## src/rtl/batman_sprite_fetch.sv

```systemverilog
// batman_sprite_fetch: read-side engine for the ten Batman pose ROMs.
// Maps DrawX/DrawY into a shared ROM address, selects the pose ROM,
// applies flip and transparency, and emits a 3-cycle pixel pipeline.
// It also runs the idle-breathing animation (STAND <-> STAND2).
// Optional feature macro: SPRITE_MIRROR_EN. When it is defined, facing_left
// is latched and columns are mirrored. When it is undefined, facing_left is ignored.
module batman_sprite_fetch #(
    parameter int SPRITE_W        = 64,
    parameter int SPRITE_H        = 64,
    parameter int TRANSPARENT_IDX = 0,
    parameter int IDLE_FRAMES     = 30
) (
    input  logic        clock,
    input  logic        reset_n,
    input  logic        frame_start,
    input  logic [3:0]  pose_in,
    input  logic [9:0]  sprite_x,
    input  logic [9:0]  sprite_y,
    input  logic        facing_left,
    input  logic [9:0]  draw_x,
    input  logic [9:0]  draw_y,
    input  logic        pix_valid_in,
    output logic [11:0] rom_addr,
    input  logic [39:0] rom_q,
    output logic [3:0]  pix_index,
    output logic        pix_opaque,
    output logic        pix_valid_out
);

    localparam int CW = $clog2(SPRITE_W);

    localparam logic [3:0] POSE_STAND = 4'd0;
    localparam logic [3:0] POSE_MOVE  = 4'd8;
    localparam logic [3:0] ROM_STAND  = 4'd0;
    localparam logic [3:0] ROM_STAND2 = 4'd8;
    localparam logic [3:0] ROM_MOVE   = 4'd9;

    typedef enum logic {IDLE_A, IDLE_B} idle_state_t;

    // Frame-latched sprite attributes. These stay stable for the whole frame.
    logic [3:0] lat_pose;
    logic [9:0] lat_sx;
    logic [9:0] lat_sy;
    logic       flip;

    idle_state_t state_q, state_d;
    logic [7:0]  count_q, count_d;

    logic [3:0]  rom_sel;
    logic [10:0] x_ext, y_ext, sx_ext, sy_ext;
    logic [10:0] col_off, row_off, col_sel;
    logic [11:0] addr_next;
    logic        in_box;

    logic        valid1, in_box1, valid2, in_box2;
    logic [3:0]  rom_sel1, rom_sel2;
    logic [3:0]  q_sel;
    logic        hit2;

    // Capture pose and position on frame_start. Pose codes above MOVE fold to STAND.
    // NOTE: clocked state uses non-blocking assignments so every flop samples pre-edge values.
    always_ff @(posedge clock) begin
        if (!reset_n) begin
            lat_pose <= POSE_STAND;
            lat_sx   <= '0;
            lat_sy   <= '0;
        end else if (frame_start) begin
            lat_pose <= (pose_in > POSE_MOVE) ? POSE_STAND : pose_in;
            lat_sx   <= sprite_x;
            lat_sy   <= sprite_y;
        end
    end

`ifdef SPRITE_MIRROR_EN
    logic lat_flip;

    // Facing direction is latched together with the other frame attributes.
    always_ff @(posedge clock) begin
        if (!reset_n)         lat_flip <= 1'b0;
        else if (frame_start) lat_flip <= facing_left;
    end

    assign flip = lat_flip;
`else
    logic unused_facing;
    assign unused_facing = facing_left;
    assign flip          = 1'b0;
`endif

    // Idle FSM state register.
    always_ff @(posedge clock) begin
        if (!reset_n) begin
            state_q <= IDLE_A;
            count_q <= '0;
        end else begin
            state_q <= state_d;
            count_q <= count_d;
        end
    end

    // Idle FSM next state. The pose checked is the one latched for the frame that is ending.
    // NOTE: defaults are assigned first so every path drives every output and no latch is inferred.
    always_comb begin
        state_d = state_q;
        count_d = count_q;
        if (frame_start) begin
            if (lat_pose != POSE_STAND) begin
                state_d = IDLE_A;
                count_d = '0;
            end else if (count_q == 8'(IDLE_FRAMES - 1)) begin
                state_d = (state_q == IDLE_A) ? IDLE_B : IDLE_A;
                count_d = '0;
            end else begin
                count_d = count_q + 8'd1;
            end
        end
    end

    // Pick which ROM serves the latched pose.
    always_comb begin
        rom_sel = lat_pose;
        if (lat_pose == POSE_STAND)
            rom_sel = (state_q == IDLE_B) ? ROM_STAND2 : ROM_STAND;
        else if (lat_pose == POSE_MOVE)
            rom_sel = ROM_MOVE;
    end

    // Box test and address. Sums are 11 bits wide, so the box clips at the
    // screen edge instead of wrapping. Inside the box col < SPRITE_W, so
    // row*SPRITE_W + col reduces to a shift and an OR.
    always_comb begin
        x_ext     = {1'b0, draw_x};
        y_ext     = {1'b0, draw_y};
        sx_ext    = {1'b0, lat_sx};
        sy_ext    = {1'b0, lat_sy};
        in_box    = (x_ext >= sx_ext) && (x_ext < sx_ext + 11'(SPRITE_W)) &&
                    (y_ext >= sy_ext) && (y_ext < sy_ext + 11'(SPRITE_H));
        col_off   = x_ext - sx_ext;
        row_off   = y_ext - sy_ext;
        col_sel   = flip ? (11'(SPRITE_W - 1) - col_off) : col_off;
        addr_next = ({1'b0, row_off} << CW) | {1'b0, col_sel};
    end

    // S1: register the ROM address. It holds when the pixel is invalid or outside the box.
    // NOTE: every pipeline flop is reset so no pre-reset pixel can emerge afterwards.
    always_ff @(posedge clock) begin
        if (!reset_n) begin
            rom_addr <= '0;
            valid1   <= 1'b0;
            in_box1  <= 1'b0;
            rom_sel1 <= '0;
        end else begin
            valid1   <= pix_valid_in;
            in_box1  <= in_box;
            rom_sel1 <= rom_sel;
            if (pix_valid_in && in_box)
                rom_addr <= addr_next;
        end
    end

    // S2: delay the side-band signals while the ROM performs its registered read.
    always_ff @(posedge clock) begin
        if (!reset_n) begin
            valid2   <= 1'b0;
            in_box2  <= 1'b0;
            rom_sel2 <= '0;
        end else begin
            valid2   <= valid1;
            in_box2  <= in_box1;
            rom_sel2 <= rom_sel1;
        end
    end

    assign q_sel = rom_q[{rom_sel2, 2'b00} +: 4];
    assign hit2  = valid2 & in_box2;

    // S3: register the outputs. Transparent or off-box pixels are not opaque.
    always_ff @(posedge clock) begin
        if (!reset_n) begin
            pix_index     <= '0;
            pix_opaque    <= 1'b0;
            pix_valid_out <= 1'b0;
        end else begin
            pix_index     <= hit2 ? q_sel : 4'd0;
            pix_opaque    <= hit2 && (q_sel != 4'(TRANSPARENT_IDX));
            pix_valid_out <= valid2;
        end
    end

endmodule
```

## config.mk

```make
export PLATFORM = sky130hd
export DESIGN_NAME = batman_sprite_fetch
export DESIGN_NICKNAME = d
export VERILOG_FILES = /design/src/rtl/batman_sprite_fetch.sv
export SDC_FILE = /design/constraint.sdc
export NUM_CORES = 1
export LEC_CHECK = 0
export ABC_AREA = 1
export CORE_ASPECT_RATIO = 0.9
export CORE_MARGIN = 8
export CORE_UTILIZATION = 53
export DETAILED_ROUTE_END_ITERATION = 16
export PLACE_DENSITY_LB_ADDON = 0.15
export SYNTH_ARGS = -nofsm -noshare
export SYNTH_HDL_FRONTEND = slang
export SYNTH_SLANG_ARGS = --single-unit
```

## constraint.sdc

```tcl
create_clock -name clock -period 3.2 [get_ports clock]
set_clock_uncertainty 0.1 [all_clocks]
set_input_delay 0.64 -clock clock [delete_from_list [all_inputs] [get_ports clock]]
set_output_delay 0.64 -clock clock [all_outputs]
set_load 0.005 [all_outputs]
```

**Word-level counts from Yosys, hierarchy flattened**

Cells that the tools add are included.
W data, S select, Z words.

- Output and inout bits: 18
- Word-level logic and storage cells: 50
- Input port bits: 89
- Bits in registers: 63

- Eq/ne operators: 2
- Reduce and logical (&&, ||, !) cells: 11
- Bitwise operators: 2
- Muxes and demuxes: 9
- $add $sub $neg: 5
- Shifts and indexed selects: 1
- Order comparisons: 5

Operators by type and width:

| operator | number |
|---|---|
| $shiftx A40 B7 Y4 | 1 |
| $add A10 B7 Y11 const B | 2 |
| $lt A10 B11 Y1 | 2 |
| $ge A10 B10 Y1 | 2 |
| $mux W4 | 4 |
| $mux W8 | 2 |
| $or A12 B11 Y12 | 1 |
| $sub A10 B10 Y11 | 1 |
| $add A8 B1 Y8 const B | 1 |
| $eq A8 B5 Y1 const B | 1 |
| $reduce_bool A4 Y1 | 2 |
| $sub A6 B6 Y6 | 1 |
| $logic_and A1 B1 Y1 | 5 |
| $eq A4 B4 Y1 const B | 1 |
| $gt A4 B4 Y1 const B | 1 |
| $logic_not A4 Y1 | 1 |
| $reduce_and A2 Y1 | 2 |
| $mux W1 | 3 |
| $reduce_bool A2 Y1 | 1 |
| $and A1 B1 Y1 | 1 |

**Longest topological paths before layout**

- Depth in word-level cells: 6
- Depth in mapped cells: 16
- Gate-level depth less buffers: 15

**Worst setup path after synthesis**

OpenSTA, ideal clock, no wires.

- Kind: input -> register
- Start: input draw_x[6]
- End: register rom_addr[10]
- Arrival time: 1.963 ns
- Path slack: 1.022 ns
- Data required time: 2.985 ns
- Cell stages on the path: 13
- Setup time: 0.115 ns
- Path buffers: 1
- Path through: ha_1 nand2_1 nor2_1 nand3_1 nand2_2 nand2_2 nand2_2 nand2_4 nor2_8 buf_6 nand3_1 nand2_1 nor2_1

- Longest elaborated chain between the ends: 5
- Elaborated cells between the ends (all ways): 8
- Those cells by class: 1 x add/sub; 2 x order compare; 1 x bitwise; 4 x reduce/logical

RTL lines:

| item | RTL line | RTL |
|---|---|---|
| start, declared | 20 | `input logic [9:0] draw_x,` |
| $lt A10 B11 Y1 / $ge A10 B10 Y1 (equally long branches) | 136 | `in_box = (x_ext >= sx_ext) && (x_ext < sx_ext + 11'(SPRITE_W)) &&` |
| $logic_and A1 B1 Y1 (2 in series) | 136 |  |
| $logic_and A1 B1 Y1 | 137 | `(y_ext >= sy_ext) && (y_ext < sy_ext + 11'(SPRITE_H));` |
| $logic_and A1 B1 Y1 | 156 | `if (pix_valid_in && in_box)` |
| end signal, assigned | 157 | `rom_addr <= addr_next;` |
| end, declared | 23 | `output logic [11:0] rom_addr,` |

Parallel ways exist; a longest one is shown, timed or not.
A chain may end at the register's enable or synchronous reset.

**Final worst setup path**

- Start: input draw_x[1]
- End: register rom_addr[5]

The elaborated chain is that of the path after synthesis.

==> impl_metrics.json <==
{
  "global_route_wire_length_before_repair_um": 16600,
  "groute.usage.overall_pct": 18.7,
  "worstPathRequired_ns": 3.34,
  "netSwitchingFraction_pct": 29.8,
  "critical-path-max-stage-delay_ns": 0.45,
  "cts_max_path_buffers": 2,
  "grt_overflow": 0,
  "tritoncts_num_sinks": 63,
  "tightestPinTransition_ns": 0.949,
  "postPlaceCellArea_mm2": 0.00503,
  "syn_area_per_cell_um2": 6.79,
  "min-delay-path-class": "register to register",
  "worst_setup_path_end_kind": "register",
  "number_of_storage_elements_in_the_synthesis_netlist": 63,
  "wl_per_cell_um": 12.4,
  "post_synth_instance_area_mm2": 0.00396,
  "setup_viol": 0,
  "tritoncts": "yes",
  "die-width_um": 107,
  "seqPwrFrac_pct": 39.0,
  "root_buffer": "sky130_fd_sc_hd__clkbuf_8",
  "grt_setup_unrepaired": "false",
  "worst_hold_slack_ns": 0.318,
  "clkTransAtPathRegs_ns": 0.08,
  "slew_limit_fails": 0,
  "timing.critical_path.arrival_ns": 2.71,
  "p_int_mw": 1.53,
  "synth-edff-count": 0,
  "grt_start_max_net_pins": 45,
  "starting_density_of_the_core_pct": 53.5,
  "total_leakage_power_nw": 2.37,
  "criticalPathCategory": "input port to register",
  "final.setup.tns_ns": 0,
  "status": "finished, final reports clean",
  "drt_pass1_iterations": 4,
  "grt_pass1_vias": 3866,
  "insertedDiodeCount": 0,
  "initialDrtViolationCount": 133,
  "post_route_antenna_net_violation_count": 0,
  "post_drt_via_cell_ratio": 5.00,
  "cts_hold_buffers": 0,
  "post_cts_buffers": 0,
  "async_flop_share_pct": 0,
  "worst_path_dominant_cell_family": "simple AND/OR/NAND/NOR gates",
  "core-area_mm2": 0.00739,
  "timing.final.crit_share_pct": 80.5,
  "max-cap-violations": 0,
  "power_per_cell_area_mw_per_mm2": 414,
  "switching_power_mw": 0.650,
  "yosys.area.top_type_share_pct": 31.9,
  "io-pin-count": 107,
  "ordered_cell_list_for_the_critical_path": "clkdlybuf4s50_1 > ha_1 > inv_1 > o21ai_1 > nand3_1 > nand2_2 > nand2_2 > nand2_2 > nand2_4 > nor2_8 > nand3_1 > nand2_1 > nor2_1",
  "htree_num_levels": 3,
  "synth.yosys.warnings": 0,
  "synth_nets": 706,
  "synthToLayoutAreaGrowth_pct": 32.8,
  "synthDominantAreaCellType": "sky130_fd_sc_hd__dfxtp_1",
  "pwr-share-comb_pct": 24.6,
  "floorplan.die_area_mm2": 0.0105,
  "timing_hold_violations_final": 0,
  "synth_sequential_area_ratio_pct": 31.9,
  "tritoncts.num_buffers": 9,
  "route.vias.total": 3903,
  "maxSlewHeadroom_pct": 36.5,
  "final_layout_size_suffix_gt1_share_pct": 4.53,
  "antenna_violations_before_repair": 0,
  "worst_path_most_repeated_cell": "sky130_fd_sc_hd__nand2_2",
  "critical_path_fanouts_max": 24,
  "floorplan.die.height_um": 98.0,
  "synth.cells.most_frequent": "sky130_fd_sc_hd__nand2_1, sky130_fd_sc_hd__nor2_1, sky130_fd_sc_hd__inv_1, sky130_fd_sc_hd__dfxtp_1, sky130_fd_sc_hd__a21oi_1",
  "row_count": 30,
  "ir_worst_vdd_uv": 262,
  "post_syn_instances": 583,
  "clkPwrFrac_pct": 36.4,
  "startpoint_type": "input port",
  "synth_flop_cell": "sky130_fd_sc_hd__dfxtp_1",
  "drt-total-wl_um": 9660,
  "final_net_count": 803,
  "synth.top_cells.by_area": "sky130_fd_sc_hd__dfxtp_1, sky130_fd_sc_hd__nand2_1, sky130_fd_sc_hd__ha_1, sky130_fd_sc_hd__nor2_1, sky130_fd_sc_hd__inv_1",
  "finalWorstPathRequiredPeriod_ns": 2.58,
  "yosys.cell_count.top_type": "sky130_fd_sc_hd__nand2_1",
  "final_area_mm2": 0.00526,
  "path_buf_inv": 2,
  "place.gp.congestion": 0.856,
  "max_freq_ghz": 0.388,
  "worst_path_max_delay_cell": "sky130_fd_sc_hd__clkdlybuf4s50_1",
  "library_cells_used_by_synthesis": 34,
  "power.total_mw": 2.18,
  "detail_route.drc_violations": 0,
  "post_cts.resized_instances": 0,
  "place.detailed.hpwl_um": 7480,
  "clkLatencyLatePin_ns": 0.35,
  "port_buffers": 105
}
==> through the flow <==
step / std cells / util [%] / setup WS, ns
after floorplan: 583 / - / 1.02
final: 781 / 71.1 / 0.622
after global routing: 781 / 71.1 / 0.467
after global placement: 765 / 68.0 / 0.327
after detailed placement: 765 / 68.0 / 0.281
after CTS: 781 / 71.1 / 0.651
==> final timing paths <==
check | from | to | slack, ns | cells past startpoint
setup reg to reg | lat_sx[6] | rom_addr[5] | 0.92 | 15
hold reg to reg | rom_sel1[1] | rom_sel2[1] | 0.32 | 2
hold / removal | rom_sel1[1] | rom_sel2[1] | 0.32 | 2
setup / recovery | draw_x[1] | rom_addr[5] | 0.62 | 13
==> layout make-up <==
class                      count  area, um^2
timing repair buffer         107        1070
fill                         630        2140
clock inverter                 7         103
sequential                    63        1260
clock buffer                   9         124
inverter                      77         289
tap                           96         120
multi-input combinational    422        2290
==> routing by layer <==
metal / share of wire, % / track usage [%] / vias to the layer above
met5: 0 / 0 / -
met4: 1.5 / 6.38 / 0
met3: 7.4 / 5.73 / 11
met2: 47 / 31.4 / 101
met1: 45 / 21.9 / 1723
li1: - / - / 2068
==> power by group through the flow <==
stage	logic, mW	clock network, mW	registers [mW]
after global placement	0.523	0	0.865
after global routing	0.611	0.841	0.854
final	0.536	0.792	0.849
after detailed placement	0.532	0	0.867
after CTS	0.537	0.809	0.849
after floorplan	0.348	0	0.859
==> state kept, by name (all words and copies together) (netlist names) <==
signal         cells
count_q            8
in_box1            1
in_box2            1
lat_pose           4
lat_sx            10
lat_sy            10
pix_index          4
pix_opaque         1
pix_valid_out      1
rom_addr          12
rom_sel1           4
rom_sel2           4
state_q            1
valid1             1
valid2             1
==> worst register-to-register path, cell delays in order (launching register included) <==
cell and delay [ns]:
sky130_fd_sc_hd__dfxtp_1 0.34, sky130_fd_sc_hd__ha_1 0.24, sky130_fd_sc_hd__xnor2_1 0.13, sky130_fd_sc_hd__ha_1 0.29, sky130_fd_sc_hd__nand2_1 0.06, sky130_fd_sc_hd__nand2_1 0.04, sky130_fd_sc_hd__nand3_1 0.06, sky130_fd_sc_hd__nand2_1 0.06
sky130_fd_sc_hd__clkinv_1 0.04, sky130_fd_sc_hd__nand2_1 0.04, sky130_fd_sc_hd__nor2_1 0.12, sky130_fd_sc_hd__nand2_2 0.11, sky130_fd_sc_hd__nor2_8 0.30, sky130_fd_sc_hd__nand3_1 0.12, sky130_fd_sc_hd__nand2_1 0.10, sky130_fd_sc_hd__nor2_1 0.04
==> placed cells by master (no fill, tap or decap) <==
| cell type | n |
|---|---|
| sky130_fd_sc_hd__a21o_1 | 2 |
| sky130_fd_sc_hd__clkbuf_8 | 9 |
| sky130_fd_sc_hd__or2_1 | 1 |
| sky130_fd_sc_hd__o21ai_0 | 39 |
| sky130_fd_sc_hd__o21ai_1 | 1 |
| sky130_fd_sc_hd__nand2_1 | 120 |
| sky130_fd_sc_hd__o211ai_1 | 8 |
| sky130_fd_sc_hd__a21oi_2 | 4 |
| sky130_fd_sc_hd__nand4_1 | 3 |
| sky130_fd_sc_hd__nand2_4 | 1 |
| sky130_fd_sc_hd__a21oi_1 | 49 |
| sky130_fd_sc_hd__bufinv_16 | 2 |
| sky130_fd_sc_hd__o21bai_1 | 1 |
| sky130_fd_sc_hd__clkinvlp_4 | 1 |
| sky130_fd_sc_hd__nor3_1 | 5 |
| sky130_fd_sc_hd__nand3b_1 | 1 |
| sky130_fd_sc_hd__buf_4 | 2 |
| sky130_fd_sc_hd__inv_6 | 3 |
| sky130_fd_sc_hd__nand3_1 | 35 |
| sky130_fd_sc_hd__xor2_1 | 11 |
| sky130_fd_sc_hd__clkinv_4 | 1 |
| sky130_fd_sc_hd__xnor2_1 | 7 |
| sky130_fd_sc_hd__a211oi_1 | 5 |
| sky130_fd_sc_hd__nand3_2 | 1 |
| sky130_fd_sc_hd__nor2_2 | 2 |
| sky130_fd_sc_hd__nor2_1 | 85 |
| sky130_fd_sc_hd__dfxtp_1 | 63 |
| sky130_fd_sc_hd__or4_1 | 1 |
| sky130_fd_sc_hd__clkinv_1 | 2 |
| sky130_fd_sc_hd__ha_1 | 32 |
| sky130_fd_sc_hd__nor2_8 | 1 |
| sky130_fd_sc_hd__nand2_2 | 4 |
| sky130_fd_sc_hd__clkdlybuf4s50_1 | 105 |
| sky130_fd_sc_hd__fa_1 | 2 |
| sky130_fd_sc_hd__nor3b_1 | 1 |
| sky130_fd_sc_hd__inv_1 | 75 |
==> logic make-up (layout without fill, tap and decap cells) <==
kind of cell,count (synthesis),after routing,synth area share [%]
buf+inv,98,200,10.1
xor+xnor,18,18,3.98
fa+ha+maj,34,34,11.1
compound gates,109,109,15.2
simple gates,261,261,27.7
flops,63,63,31.9
(Power assumes the default switching activity.)
